### config.mk
export PLATFORM = sky130hd
export DESIGN_NAME = ristretto_prefetch_buffer
export DESIGN_NICKNAME = d
export VERILOG_FILES = /design/src/rtl/ristretto_prefetch_buffer.sv
export SDC_FILE = /design/constraint.sdc
export NUM_CORES = 1
export LEC_CHECK = 0
export ABC_CLOCK_PERIOD_IN_PS = 10200
export CAP_MARGIN = 15
export CORE_AREA = 5 5 204 127
export CTS_CLUSTER_SIZE = 24
export DETAILED_ROUTE_END_ITERATION = 6
export DIE_AREA = 0 0 209 132
export PLACE_DENSITY = 0.8
export SYNTH_ARGS = -nofsm -noshare
export SYNTH_HDL_FRONTEND = slang
export SYNTH_SLANG_ARGS = --single-unit
### constraint.sdc
create_clock -name clk_i -period 10.2 [get_ports clk_i]
set_input_delay 1.53 -clock clk_i [delete_from_list [all_inputs] [get_ports clk_i]]
set_output_delay 1.53 -clock clk_i [all_outputs]
set_load 0.01 [all_outputs]
### src/rtl/ristretto_prefetch_buffer.sv
// Prefetch buffer between ristretto_fetch_unit and the IF decoder: owns the fetch PC, queues returned words.
// Optional macro RISTRETTO_PFB_BYPASS_EN adds a 0-cycle path from a returning word to the empty-FIFO head.
module ristretto_prefetch_buffer #(
   parameter int unsigned          DataWidth = 32,
   parameter int unsigned          Depth     = 4,
   parameter logic [DataWidth-1:0] BootPc    = '0
) (
   input  logic                       clk_i,
   input  logic                       rst_i,
   output logic                       pfb_fu_fetch_en_o,
   output logic [DataWidth-1:0]       pfb_fu_addr_o,
   input  logic                       pfb_fu_busy_i,
   input  logic                       pfb_fu_new_instr_i,
   input  logic [DataWidth-1:0]       pfb_fu_instr_i,
   input  logic                       pfb_flush_i,
   input  logic [DataWidth-1:0]       pfb_redirect_pc_i,
   output logic                       pfb_instr_valid_o,
   output logic [DataWidth-1:0]       pfb_instr_o,
   output logic [DataWidth-1:0]       pfb_pc_o,
   input  logic                       pfb_instr_ready_i,
   output logic [$clog2(Depth):0]     pfb_count_o
);

   localparam int unsigned PtrW = $clog2(Depth);
   localparam int unsigned CntW = PtrW + 1;

   typedef enum logic [1:0] {
      PFB_IDLE    = 2'd0,
      PFB_WAIT    = 2'd1,
      PFB_DISCARD = 2'd2
   } pfb_state_e;

   pfb_state_e           state_q, state_d;
   logic [DataWidth-1:0] fetch_pc_q, fetch_pc_d;
   logic [DataWidth-1:0] req_pc_q;
   logic [DataWidth-1:0] mem_instr_q [Depth];
   logic [DataWidth-1:0] mem_pc_q    [Depth];
   logic [PtrW-1:0]      rd_ptr_q, wr_ptr_q;
   logic [CntW-1:0]      count_q;

   logic                 fifo_empty;
   logic                 fifo_full;
   logic                 fetch_en;
   logic                 ret_accept;
   logic                 push;
   logic                 pop;
   logic [DataWidth-1:0] head_instr;
   logic [DataWidth-1:0] head_pc;
   logic [DataWidth-1:0] redirect_aligned;
   logic                 unused_redirect_lsbs;

   assign fifo_empty = (count_q == '0);
   assign fifo_full  = (count_q == CntW'(Depth));
   assign head_instr = mem_instr_q[rd_ptr_q];
   assign head_pc    = mem_pc_q[rd_ptr_q];

   // Redirect targets are word aligned; the two low bits are dropped on purpose.
   assign redirect_aligned     = {pfb_redirect_pc_i[DataWidth-1:2], 2'b00};
   assign unused_redirect_lsbs = ^pfb_redirect_pc_i[1:0];

   // Only one fetch may be outstanding, so a request is issued only from IDLE with room left.
   assign fetch_en   = ~rst_i & (state_q == PFB_IDLE) & ~pfb_fu_busy_i & ~pfb_flush_i & ~fifo_full;
   assign ret_accept = (state_q == PFB_WAIT) & pfb_fu_new_instr_i & ~pfb_flush_i;
   assign pop        = ~fifo_empty & pfb_instr_ready_i & ~pfb_flush_i;

`ifdef RISTRETTO_PFB_BYPASS_EN
   logic bypass_hit;

   // A returning word seen by an empty FIFO is presented immediately; it is only stored if not taken.
   assign bypass_hit        = ret_accept & fifo_empty;
   assign push              = ret_accept & ~(bypass_hit & pfb_instr_ready_i);
   assign pfb_instr_valid_o = ~fifo_empty | bypass_hit;
   assign pfb_instr_o       = ~fifo_empty ? head_instr :
                              (bypass_hit ? pfb_fu_instr_i : '0);
   assign pfb_pc_o          = ~fifo_empty ? head_pc :
                              (bypass_hit ? req_pc_q : '0);
`else
   assign push              = ret_accept;
   assign pfb_instr_valid_o = ~fifo_empty;
   assign pfb_instr_o       = fifo_empty ? '0 : head_instr;
   assign pfb_pc_o          = fifo_empty ? '0 : head_pc;
`endif

   assign pfb_fu_fetch_en_o = fetch_en;
   assign pfb_fu_addr_o     = fetch_pc_q;
   assign pfb_count_o       = count_q;

   always_comb begin
      state_d    = state_q;
      fetch_pc_d = fetch_pc_q;

      unique case (state_q)
         PFB_IDLE: begin
            if (fetch_en) begin
               state_d = PFB_WAIT;
            end
         end
         PFB_WAIT: begin
            if (pfb_flush_i) begin
               state_d = pfb_fu_new_instr_i ? PFB_IDLE : PFB_DISCARD;
            end else if (pfb_fu_new_instr_i) begin
               state_d = PFB_IDLE;
            end
         end
         PFB_DISCARD: begin
            if (pfb_fu_new_instr_i) begin
               state_d = PFB_IDLE;
            end
         end
         default: state_d = PFB_IDLE;
      endcase

      // Flush wins over the sequential advance of a same-cycle return.
      if (pfb_flush_i) begin
         fetch_pc_d = redirect_aligned;
      end else if (ret_accept) begin
         fetch_pc_d = fetch_pc_q + DataWidth'(4);
      end
   end

   always_ff @(posedge clk_i) begin
      if (rst_i) begin
         state_q    <= PFB_IDLE;
         fetch_pc_q <= BootPc;
         rd_ptr_q   <= '0;
         wr_ptr_q   <= '0;
         count_q    <= '0;
      end else begin
         state_q    <= state_d;
         fetch_pc_q <= fetch_pc_d;
         if (pfb_flush_i) begin
            rd_ptr_q <= '0;
            wr_ptr_q <= '0;
            count_q  <= '0;
         end else begin
            if (push) begin
               wr_ptr_q <= wr_ptr_q + PtrW'(1);
            end
            if (pop) begin
               rd_ptr_q <= rd_ptr_q + PtrW'(1);
            end
            unique case ({push, pop})
               2'b10:   count_q <= count_q + CntW'(1);
               2'b01:   count_q <= count_q - CntW'(1);
               default: count_q <= count_q;
            endcase
         end
      end
   end

   // Datapath storage carries no reset; occupancy alone decides what is visible.
   always_ff @(posedge clk_i) begin
      if (fetch_en) begin
         req_pc_q <= fetch_pc_q;
      end
      if (push) begin
         mem_instr_q[wr_ptr_q] <= pfb_fu_instr_i;
         mem_pc_q[wr_ptr_q]    <= req_pc_q;
      end
   end

endmodule

Word level (Yosys, flattened, before mapping)
Memories as Yosys holds them, arrays and structs flattened. A register that Yosys moved wholly into a read port is not among the register bits.
Cells that the tools add are included.
{"block": "word_totals", "word_cells": 54, "ram_bits": 256, "ff_bits": 73, "out_inout_bits": 101, "n_memories": 2}
{"block": "op_classes", "eq_ne": 6, "reduce_logical": 5, "add_sub_neg": 5, "n_bitwise": 13, "muxes": 16}
{"name": "mem_instr_q", "words": 4, "word_bits": 32, "rd": 1, "rd_clocked_by_memory_dff": 1, "wr": 1, "line": "36", "source": "logic [DataWidth-1:0] mem_instr_q [Depth];"}
{"name": "mem_pc_q", "words": 4, "word_bits": 32, "rd": 1, "rd_clocked_by_memory_dff": 1, "wr": 1, "line": "37", "source": "logic [DataWidth-1:0] mem_pc_q [Depth];"}
{"op": "$mux W32", "n": 4}
{"op": "$add A32 B3 Y32 const B", "n": 1}
{"op": "$mux W2", "n": 8}
{"op": "$and A1 B1 Y1", "n": 8}
{"op": "$pmux W2 S3", "n": 1}
{"op": "$pmux W3 S2", "n": 1}
{"op": "$not A1 Y1", "n": 5}
{"op": "$add A2 B1 Y2 const B", "n": 2}
{"op": "$eq A2 B1 Y1 const B", "n": 2}
{"op": "$eq A2 B2 Y1 const B", "n": 2}
{"op": "$reduce_bool A2 Y1", "n": 2}
{"op": "$add A3 B1 Y3 const B", "n": 1}
{"op": "$eq A3 B3 Y1 const B", "n": 1}
{"op": "$logic_not A3 Y1", "n": 1}
{"op": "$sub A3 B1 Y3 const B", "n": 1}
{"op": "$logic_not A2 Y1", "n": 1}
{"op": "$mux W1", "n": 2}
{"op": "$ne A2 B2 Y1 const B", "n": 1}
{"op": "$reduce_or A2 Y1", "n": 1}

Logic depth before layout (Yosys ltp)
Gate-level depths: netlist of run 1.
{"block": "logic_depth", "depth_word": 7, "mapped_depth": 10, "mapped_depth_nobuf": 9}

Worst setup path before layout of run 1
OpenSTA, ideal clock, no wires.
{"block": "synth_path", "path_kind": "input port to output port", "startpoint": "input port rst_i", "endpoint": "output port pfb_fu_fetch_en_o", "arrival_ns": 4.302, "path_stages": 5, "slack_ns": 4.368, "path_cell_list": "clkbuf_1 > or2_2 > clkbuf_1 > or4_1 > a31oi_1"}
{"block": "synth_between", "elab_chain_len": 5}
{"item": "start, declared", "line": "9", "source": "input logic rst_i,"}
{"item": "$not A1 Y1", "line": "62", "source": "assign fetch_en = ~rst_i & (state_q == PFB_IDLE) & ~pfb_fu_busy_i & ~pfb_flush_i & ~fifo_full;"}
{"item": "$and A1 B1 Y1 (4 in series)", "line": "62"}
{"item": "end, declared", "line": "10", "source": "output logic pfb_fu_fetch_en_o,"}
Every way passes these cells.

Worst setup path after layout of run 1
Same ends and word-level chain as after synthesis.

==> run metrics, run 1 <==
yosys warns=0; CTS H-tree lvls=1; VDD IR max=146.5 µV; CTS tree=yes; Setup violations, final=0; CTS clk-pin slew, worst paths=roughly 0.06 ns; sequential share of the synthesized area=between 70% and 80%; cell at the slowest stage of the critical path=clkdlybuf4s50_1; via count=just over 7,000; placed cells=1,164; 1st-iter DRT viols=590; dominant cells by area after synthesis=edfxtp_1, mux4_2, dfxtp_1; half-perimeter wire length after placement=roughly 16,000 µm; Clock Tree Root=clkbuf_16; status=finished, final reports clean; Max-Slew Margin vs Limit=between 20% and 30%; first-pass GRT wire length=around 42,000 µm; antenna violations before repair=0; Core Rows=44; clock buffer depth=3; Critical Path End Type=output pin; Worst-Skew Late Latency=around 0.54 ns; layout cells sized above 1=around 15%; Final Hold Viols=0; # port buffers=~160; drt via density=slightly below 6; Pwr Density=between 150 and 200 mW/mm²; vias in the first global route=7,106; Least-Margin Pin Slew=1.050 ns; critical path class=in2out; Net Sw Frac=between 10% and 20%; largest net degree at the start of global routing=between 60 and 70; Avg Cell Area, Syn=~18 µm²; Clock Power Share=between 40% and 50%; fin cells=1,217; Critical Path Source Type=input port; final period utilization=between 50% and 60%; PostCTS Resize Cnt=0; # hold bufs at CTS=0; clock sinks=319; Main synth FF type=edfxtp_1; Critical Path, Cell by Cell=clkdlybuf4s50_1 > buf_4 > or2_2 > or4_1 > a31oi_4 > clkdlybuf4s50_1; initial core utilization=52.97%; required time of the critical path=8.67 ns; TNS Setup=0 ns; Internal=roughly 2.1 mW; Pre-antenna DRT Iters=5; total setup buffers inserted after CTS=0; top-level port count=around 170; Pleak=between 4 and 5 nW; Routed Antenna Nets=0; sequential power share=~55%; share of flip-flops with an asynchronous set or reset=0%; Die Y=~130 µm; most used cell, CP=clkdlybuf4s50_1; hold crit path type=reg2reg; Worst Path Arrival=around 4.0 ns; Synth Register Bits=around 320; Worst Skew=a little under 0.01 ns; Congestion Overflow GR=0; Routed WL per cell=between 20 and 25 µm; core area=roughly 0.024 mm²; max-slew violation count=0; Layout area overhead=23.14%; CP max FO=36; power share of the combinational group=roughly 3.5%; crit path time final=5.535 ns; max incr delay on CP=about 0.60 ns; DRC Markers=0; Synth cell types=49; RSZ-0062 raised after global routing=no; number of flops mapped to enable cells by yosys=278; Syn Std Cell Area=between 0.01 and 0.015 mm²; Post-Syn Instances=711; final wirelength=~27,000 µm; Design Power=around 2.6 mW; Antenna Cells=0; max-capacitance violation count=0; Yosys top cell area share=about two thirds; switching power=about 520 µW; Total GRT Usage=around a fifth; Yosys top cell by area=edfxtp_1; Max Clk Rate=between 150 and 200 MHz; routability cong.=approximately 0.86; NumNets Final=950; Die ar.=between 0.02 and 0.03 mm²; Die Wd=209 µm; TritonCTS Buffers=29
==> power by group through the flow <==
| stage | clock [mW] | combinational [mW] | sequential [mW] |
|---|---|---|---|
| 2_1_floorplan | 0 | 0.0296 | 1.47 |
| 3_3_place_gp | 0 | 0.0893 | 1.48 |
| 3_5_place_dp | 0 | 0.0910 | 1.48 |
| 4_1_cts | 1.11 | 0.0916 | 1.45 |
| 5_1_grt | 1.17 | 0.0978 | 1.45 |
| 6_report | 1.09 | 0.0916 | 1.45 |
==> through the flow <==
stage | utilization (%) | area (µm²) | setup slack (ns) | hold slack [ns]
2_1_floorplan | - | 12610 | 4.368 | 0.4587
3_3_place_gp | 61.18 | 14550 | 4.768 | 0.4782
3_5_place_dp | 61.18 | 14550 | 4.744 | 0.4869
4_1_cts | 65.23 | 15510 | 4.710 | 0.4898
5_1_grt | 65.23 | 15510 | 4.636 | 0.5032
6_report | 65.23 | 15510 | 4.665 | 0.5032
==> worst paths after layout <==
path | slack [ns] | depth (start not counted) | from | endpoint
max | 4.67 | 6 | rst_i | pfb_fu_fetch_en_o
min | 0.50 | 0 | req_pc_q[29] | mem_pc_q[1][29]
max reg2reg | 7.24 | 10 | pfb_count_o[2] | pfb_count_o[2]
min reg2reg | 0.50 | 0 | req_pc_q[29] | mem_pc_q[1][29]
==> cell usage in the layout, fill, tap and decap left out, drive strengths merged, types with 10 or more instances in the layout <==
cell type / synthesis / layout
a211oi: 10 / 10
a311oi: 16 / 16
and2: 69 / 69
clkbuf: 29 / 33
clkdlybuf4s50: 0 / 164
clkinv: 1 / 12
dfxtp: 41 / 41
edfxtp: 278 / 278
inv: 15 / 16
mux4: 62 / 62
nand2: 16 / 16
nand3: 11 / 11
nand4: 12 / 12
nor2: 37 / 37
or4: 11 / 11
==> cell families (layout without fill, tap and decap cells) <==
kind of cell             count (synthesis)  count (layout)  share of synthesized area, %
AO/OA/AOI/OAI                           56              56                         3.387
XOR/XNOR                                14              14                        0.9734
buffers and inverters                   58             239                         1.907
adder cells (fa/ha/maj)                  7               7                        0.7549
other                                    1               4                       0.02977
AND/OR/NAND/NOR                        191             191                         8.820
flip-flops                             319             319                         72.79
multiplexers                            65              65                         11.34
==> Yosys cell counts (9+ instances only) <==
cell,instances
and2_1,69
nand2_1,16
o31ai_1,9
edfxtp_1,278
nand3_1,11
inv_1,15
nand4_1,12
a311oi_1,16
xor2_1,9
clkbuf_1,29
a211oi_1,10
or4_1,10
mux4_2,62
nor2_1,37
dfxtp_1,41
==> worst max-delay path: cells and delay by family <==
family                 cells  cell delay [ns]
AND/OR/NAND/NOR            2             0.94
AO/OA/AOI/OAI              1             0.26
buffers and inverters      3             1.26
==> metal layers <==
layer  wire length (µm)  vias up  GRT usage, %
met5                  0        -             0
met3               2149       34         3.853
met4                401        0         3.115
met2              12150      306         29.65
met1              11870     3585         29.15
li1                   -     3155             -
==> layout make-up <==
class	instances	area (µm²)
flip-flops and latches	319	9176
fillers	1679	8270
multi-input cells	337	3226
repair buffers	170	1687
clock buffers	33	750.7
well taps	322	402.9
clock inverters	20	210.2
inverters	16	60.06
==> state kept, by name, summed over array words and instances, names as in the netlist, named ones only <==
register and count:
mem_pc_q 120, req_pc_q 30, pfb_fu_addr_o 30, rd_ptr_q 2, mem_instr_q 128, state_q 2
wr_ptr_q 2, pfb_count_o 3
Note: power is estimated with default switching activity, not from simulation.
==> inputs of run 2 (changes only) <==
ABC_CLOCK_PERIOD_IN_PS = 5000   (was 10200)
CORE_AREA = 5 5 213 133   (was 5 5 204 127)
DIE_AREA = 0 0 218 138   (was 0 0 209 132)
PLACE_DENSITY = 0.77   (was 0.8)
clock period = 5 ns   (was 10.2 ns; I/O delays follow)
==> run metrics, run 2 (synthesis gave the netlist of run 1 again) <==
status=finished, final reports clean; Routed Antenna Nets=0 (unchanged); Core Rows=46 (+4.5%); max incr delay on CP=0.71 ns (+0.11 ns); cell at the slowest stage of the critical path=dfxtp_4; VDD IR max=164.4 µV (+12%); Largest Register=mem_instr_q; Critical Path Source Type=register; Routed WL per cell=21.87 µm (+0.16%); clock sinks=319 (unchanged); initial core utilization=48.42% (-4.5 points); NumNets Final=952 (+0.21%); half-perimeter wire length after placement=16,450 µm (+1.3%); CTS clk-pin slew, worst paths=0.07 ns (about the same); via count=6,976 (-1.5%); routability cong.=0.7868 (-8.6%); Clock Tree Root=clkbuf_16; CP max FO=26 (-28%); CTS H-tree lvls=1 (unchanged); antenna violations before repair=1 (+1); TNS Setup=0 ns (unchanged); required time of the critical path=4.25 ns (-4.42 ns); Pleak=4.867 nW (-0.15%); largest net degree at the start of global routing=63 (unchanged); Die Wd=218 µm (+4.3%); Worst Skew=0.01971 ns (+0.009874 ns); Worst Path Arrival=3.03 ns (-0.97 ns); final period utilization=about 76%; Setup violations, final=0 (unchanged); flip-flop count of the largest register after layout=128 (unchanged); TritonCTS Buffers=30 (+3.4%); most frequent cells in the layout=edfxtp_1, clkdlybuf4s50_1, and2_1; cells on worst reg2reg path=10 (unchanged); layout cells sized above 1=14.13% (-0.40 points); hold crit path type=reg2reg; first-pass GRT wire length=42,600 µm (+1.9%); most common cell after layout, fill and taps aside=edfxtp_1; final wirelength=27,550 µm (+3.7%); Pre-antenna DRT Iters=5 (unchanged); PostCTS Resize Cnt=0 (unchanged); Final Hold Viols=0 (unchanged); fillers=1,955 (+16%); CTS tree=yes; Max Clk Rate=about 260 MHz; max-capacitance violation count=0 (unchanged); Final WS setup=1.223 ns (-3.442 ns); Least-Margin Pin Slew=1.015 ns (-0.03473 ns); Total GRT Usage=18.02% (-1.1 points); RSZ-0062 raised after global routing=no; largest registers=mem_instr_q x128, mem_pc_q x120; # hold bufs at CTS=0 (unchanged); Crit path max-delay family=buffers and inverters; Worst-Skew Late Latency=0.54 ns (about the same); Finished Core Util=59.72% (-5.5 points); total setup buffers inserted after CTS=0 (unchanged); max-slew violation count=0 (unchanged); Max-Slew Margin vs Limit=31.69% (+2.3 points); Congestion Overflow GR=0 (unchanged); clock buffer depth=3 (unchanged); pre-CTS setup slack=1.368 ns (-3.376 ns); # port buffers=164 (unchanged); Buf+Inv Stages, Crit Path=2 (-1); Hold WS=0.5010 ns (-0.002213 ns); Layout area overhead=23.34%; cell count along the critical path=4 (-2); hold path cells=0 (unchanged); Die Y=138 µm (+4.5%); Critical Path End Type=output pin; vias in the first global route=7,180 (+1.0%); 1st-iter DRT viols=641 (+8.6%); Die ar.=0.03008 mm² (+9.0%); core area=0.02602 mm² (+9.4%); top-level port count=171 (unchanged); Critical Path, Cell by Cell=buf_4 > mux4_2 > and2_1 > clkdlybuf4s50_1; crit path time final=3.777 ns; DRC Markers=0 (unchanged); critical path class=reg2out; Pwr Density=339.5 mW/mm² (+100%); drt via density=5.537 (-4.8%)
-- run 2: cell types whose count changed in the layout (fill, tap and decap cells not counted), sizes merged --
cell and delta:
clkinvlp -2, buf +1, clkbuf +9, bufinv -4
diode +1
-- run 2: where the power goes --
group	internal [mW]	leakage, nW	switching, mW
sequential	2.91	2.86	0.0426
combinational	0.104	1.55	0.0850
clock	1.19	0.453	0.939
total	4.21	4.87	1.07
-- run 2: routing by layer --
| metal | GRT usage, % | vias to the layer above | share of wire [%] |
|---|---|---|---|
| met3 | 3.818 | 30 | 7.5 |
| met4 | 3.170 | 0 | 1.2 |
| met1 | 26.30 | 3557 | 44 |
| met2 | 28.81 | 229 | 47 |
| met5 | 0 | - | 0 |
| li1 | - | 3160 | - |
-- run 2: per-stage QoR --
| stage | total power, mW | instances | cell area, µm² |
|---|---|---|---|
| floorplan | 3.065 | 714 | 12610 |
| global route | 5.458 | 1260 | 15540 |
| detailed placement | 3.200 | 1203 | 14610 |
| CTS | 5.323 | 1259 | 15530 |
| global placement | 3.195 | 1203 | 14610 |
| finish | 5.275 | 1260 | 15540 |
-- run 2: path summary, 6_finish.rpt --
check / endpoint / slack (ns) / startpoint
worst min register to register: mem_pc_q[3][9] / 0.50 / req_pc_q[9]
worst max register to register: pfb_count_o[2] / 2.06 / pfb_count_o[2]
worst min-delay path: mem_pc_q[3][9] / 0.50 / req_pc_q[9]
worst max-delay path: pfb_pc_o[19] / 1.22 / register
-- run 2: area by class of cell --
class / instances / area, µm² / share of cell area, %
sequential: 319 / 9176 / 59.06
antenna: 1 / 2.502 / 0.01611
inverter: 16 / 60.06 / 0.3865
clock buffer: 42 / 857.1 / 5.516
tap: 360 / 450.4 / 2.899
clock inverter: 14 / 71.32 / 0.4590
multi-input combinational: 337 / 3226 / 20.76
timing repair buffer: 171 / 1694 / 10.90
